## config.mk

```make
export PLATFORM = sky130hd
export DESIGN_NAME = coin_dispenser
export DESIGN_NICKNAME = d
export VERILOG_FILES = /design/src/rtl/coin_dispenser_pkg.sv /design/src/rtl/coin_dispenser.sv
export SDC_FILE = /design/constraint.sdc
export NUM_CORES = 1
export LEC_CHECK = 0
export ABC_AREA = 1
export BUFFER_PORTS_ARGS = -buffer_cell sky130_fd_sc_hd__buf_2
export CORE_MARGIN = 2
export CORE_UTILIZATION = 50
export CTS_BUF_LIST = sky130_fd_sc_hd__clkbuf_4 sky130_fd_sc_hd__clkbuf_8
export DETAILED_ROUTE_END_ITERATION = 16
export HOLD_SLACK_MARGIN = 0.06
export PLACE_DENSITY = 0.73
export SLEW_MARGIN = 20
export SYNTH_ARGS = -nofsm -noshare
export SYNTH_HDL_FRONTEND = slang
export SYNTH_SLANG_ARGS = --single-unit
```

## constraint.sdc

```tcl
create_clock -name clock -period 2.7 [get_ports clock]
set_input_delay 0.405 -clock clock [delete_from_list [all_inputs] [get_ports clock]]
set_output_delay 0.405 -clock clock [all_outputs]
set_load 0.02 [all_outputs]
```

## src/rtl/coin_dispenser_pkg.sv

```systemverilog
// coin_dispenser_pkg: coin codes and payout state encoding shared with the vending FSM
package coin_dispenser_pkg;
   typedef enum logic [1:0] {EMPTY = 2'b00, NICKEL = 2'b01, DIME = 2'b11} coin_t;
   typedef enum logic [1:0] {IDLE, COIN, GAP, DONE} state_t;
endpackage

```

## src/rtl/coin_dispenser.sv

```systemverilog
// coin_dispenser: greedy dime/nickel payout, one registered coin code per cycle
// COIN_GAP_EN inserts one EMPTY cycle between consecutive coins
module coin_dispenser
   import coin_dispenser_pkg::*;
(
   input  logic       clock,
   input  logic       clear,
   input  logic       start,
   input  logic [3:0] amount,
   output logic       c1,
   output logic       c0,
   output logic       busy,
   output logic       done,
   output logic [3:0] coins_sent
);
`ifdef COIN_GAP_EN
   localparam state_t AFTER_COIN = GAP;
`else
   localparam state_t AFTER_COIN = COIN;
`endif
   state_t     state, state_nx;
   coin_t      coin, coin_nx;
   logic [3:0] remaining, remaining_nx, sent_nx;
   logic       busy_nx, done_nx, dime;
   assign dime = remaining >= 4'd2;
   assign {c1, c0} = coin;
   always_ff @(posedge clock)
      if (clear) begin
         state      <= IDLE;
         remaining  <= '0;
         coin       <= EMPTY;
         busy       <= 1'b0;
         done       <= 1'b0;
         coins_sent <= '0;
      end else begin
         state      <= state_nx;
         remaining  <= remaining_nx;
         coin       <= coin_nx;
         busy       <= busy_nx;
         done       <= done_nx;
         coins_sent <= sent_nx;
      end
   always_comb begin
      state_nx     = state;
      remaining_nx = remaining;
      case (state)
         IDLE: if (start) begin
            remaining_nx = amount;
            state_nx     = amount == 4'd0 ? DONE : COIN;
         end
         COIN: begin
            remaining_nx = remaining - (dime ? 4'd2 : 4'd1);
            state_nx     = remaining_nx == 4'd0 ? DONE : AFTER_COIN;
         end
         GAP:  state_nx = COIN;
         DONE: state_nx = IDLE;
      endcase
   end
   // outputs are computed from the current state and registered, so they lag state by one edge
   always_comb begin
      coin_nx = state == COIN ? (dime ? DIME : NICKEL) : EMPTY;
      busy_nx = state == COIN || state == GAP;
      done_nx = state == DONE;
      sent_nx = state == COIN ? coins_sent + 4'd1 :
                (state == IDLE && start) ? 4'd0 : coins_sent;
   end
endmodule

```

==> impl_metrics.yaml <==
outcome:
  status: "finished clean"
logic_synthesis:
  synthSimpleGateAreaFrac_pct: 25.20
  synth_xor_area_share_pct: 0
  synth_fa_ha_area_share_pct: 13.98
  muxShareOfSynthArea_pct: 0
  yosysUniqueCellTypes: 18
  synth_top_family_by_area: "simple AND/OR/NAND/NOR gates"
  postSynthRegisterBits: 14
  syn_area_um2: 769.5
  synth_nets: 124
  synthCells: 109
  yosysSeqAreaShare_pct: 36.42
  synth_area_per_cell_um2: 7.060
  synth_compound_area_share_pct: 12.85
  ys_warn_count: 0
critical_path:
  cp-end-kind: "flop"
  cpMaxStageDelayCell: "fa_1"
  startpoint_type: "flop"
  crit_chain: "inv_1 -> nand2_1 -> inv_1 -> ha_1 -> fa_1 -> nand4_1 -> nor2_1 -> nand2_1 -> a21oi_1"
  slowest_delay_ns: 0.52
  crit_fanout: 3
  cp.arrival_ns: 2.03
  required_ns: 2.92
  crit_type: "flop to flop"
  critPathBufInv: 2
  critPathTopFamily: "adder cells"
job:
  drv_cap: 0
timing:
  clock-skew-final_ns: 0.004191
  fmax_mhz: 551.7
  post-route-period-util_pct: 67.13
  whs_ns: 0.3661
  worstMarginPinSlew_ns: 0.3305
  timing.final.hold_violations: 0
  rsz0062_at_grt: "false"
  period_minus_slack_ns: 1.813
  setup_viol_count_final: 0
  slew_violations: 0
  worst_slew_margin_rel_pct: 77.97
  tns_ns: 0
global_routing:
  grt_pass1_wl_um: 2470
  grt_pass1_vias: 610
  antenna_found_initial: 0
  grt_usage_pct: 18.12
  globalRoute.totalOverflow: 0
  grt_start_max_net_pins: 11
die:
  die_h_um: 43.23
  die_area_mm2: 0.001869
  io_pins: 15
  start_util_pct: 52.30
  die_x_um: 43.23
  coreArea_mm2: 0.001471
  fp-row-count: 14
cts:
  clk_pin_slew_ns: 0.09
  insertion_delay_ns: 0.29
  cts-root-buf: "clkbuf_4"
  postCtsSetupBuffers: 0
  ctsHoldBuffers: 0
  ctsResizeCount: 0
  h-tree-depth: 1
  cts_sinks: 14
  cts-buffers-inserted: 3
  cts_buffer_depth: 2
  cts_tree: "yes"
pwr:
  peakVddDrop_mv: 0.3062
  leakagePower_uw: 0.0004745
  p_per_area_mw_per_mm2: 652.9
route:
  ant_nets: 0
  routedWlPerCell_um: 10.24
  first_pass_iters: 4
  wirelength_um: 1454
  drc_errors: 0
  initialDrtViolationCount: 7
  num_vias: 708
  viasPerCell: 4.986
place:
  place_congestion: 0.8154
  io_buffers: 14
  placed_cell_area_um2: 848.3
  dpl.hpwl_um: 1123
  dp_cells: 138
finish:
  fillers: 159
  final_area_um2: 884.6
  final_cells: 142
  fin_util_pct: 60.12
  nets: 142
  synthToLayoutAreaGrowth_pct: 14.96
  n_antenna_cell: 0
  drive_gt1_share_pct: 19.05
min_path:
  hold_path.class: "input pin to flop"
[metrics by stage]
step | setup WS [ns] | total power, µW
5_1_grt | 0.7477 | 623.1
3_5_place_dp | 0.9131 | 425.8
4_1_cts | 0.8950 | 581.8
2_1_floorplan | 1.084 | 384.2
3_3_place_gp | 1.018 | 420.0
6_report | 0.8875 | 577.5
[layout make-up]
cell class                 instances  area, µm²  area share [%]
tap                               16      20.02           2.263
clock buffer                       4      36.28           4.102
timing repair buffer              14      70.07           7.921
inverter                          20      77.57           8.769
sequential                        14      280.3           31.68
multi-input combinational         74      400.4           45.26
[synthesized netlist by cell type]
cell type	n	area share (%)
nor2_1	19	9.3
dfxtp_1	14	36
ha_1	7	11
nand4_1	1	0.81
fa_1	1	2.6
nand2_2	1	0.81
inv_4	1	0.81
or2_4	1	1.1
nand3_1	5	3.3
a21oi_1	8	5.2
nand2_1	19	9.3
inv_2	2	0.98
o21ai_2	1	1.1
inv_1	17	8.3
o21ai_0	9	5.9
nor3_1	1	0.65
buf_6	1	1.5
o21ai_1	1	0.65
[kinds of logic (layout without fill, tap and decap cells)]
logic type / count (synthesis) / in the layout
and+or+nand+nor: 47 / 47
buffers and inverters: 21 / 38
AOI/OAI and AO/OA: 19 / 19
DFF: 14 / 14
adders and majority gates: 8 / 8
[routing by layer]
layer	wire length, µm	share of wire [%]	vias up	GRT usage, %
met5	0	0	-	0
met4	34	2.3	0	9.091
met2	646	44	13	27.46
li1	-	-	372	-
met3	51	3.5	5	5.106
met1	722	50	318	23.24
[flip-flops by register name (all words and copies together) (netlist names)]
register    cells
done            1
coins_sent      4
coin            2
busy            1
remaining       4
state           2
[power by group]
part           switching (µW)  leakage, µW  internal [µW]  total, µW
clock network            73.1    0.0000210           82.1        155
registers                15.0     0.000115            226        241
logic                     114     0.000338           67.3        181
total                     202     0.000475            376        578
[cell usage in the layout, fill, tap and decap left out]
cell	n
a21oi_1	8
buf_2	14
clkbuf_4	3
clkbuf_8	1
dfxtp_1	14
fa_1	1
ha_1	7
inv_1	17
inv_2	2
inv_4	1
nand2_1	19
nand2_2	1
nand3_1	5
nand4_1	1
nor2_1	19
nor3_1	1
o21ai_0	9
o21ai_1	1
o21ai_2	1
or2_4	1
[final timing paths]
kind	from	to	slack (ns)	cells after the start
setup / recovery	remaining[1]	state[1]	0.89	9
hold / removal	clear	done	0.37	2
setup reg to reg	remaining[1]	state[1]	0.89	9
hold reg to reg	coins_sent[0]	coins_sent[0]	0.51	1
[worst reg2reg max path, delay by kind of cell, from the launching register on]
kind	cells	cell delay, ns
simple gates	4	0.37
flops	1	0.37
compound gates	1	0.11
buf+inv	2	0.18
fa+ha+maj	2	0.74
No activity file was read; power rests on OpenSTA's default activity.
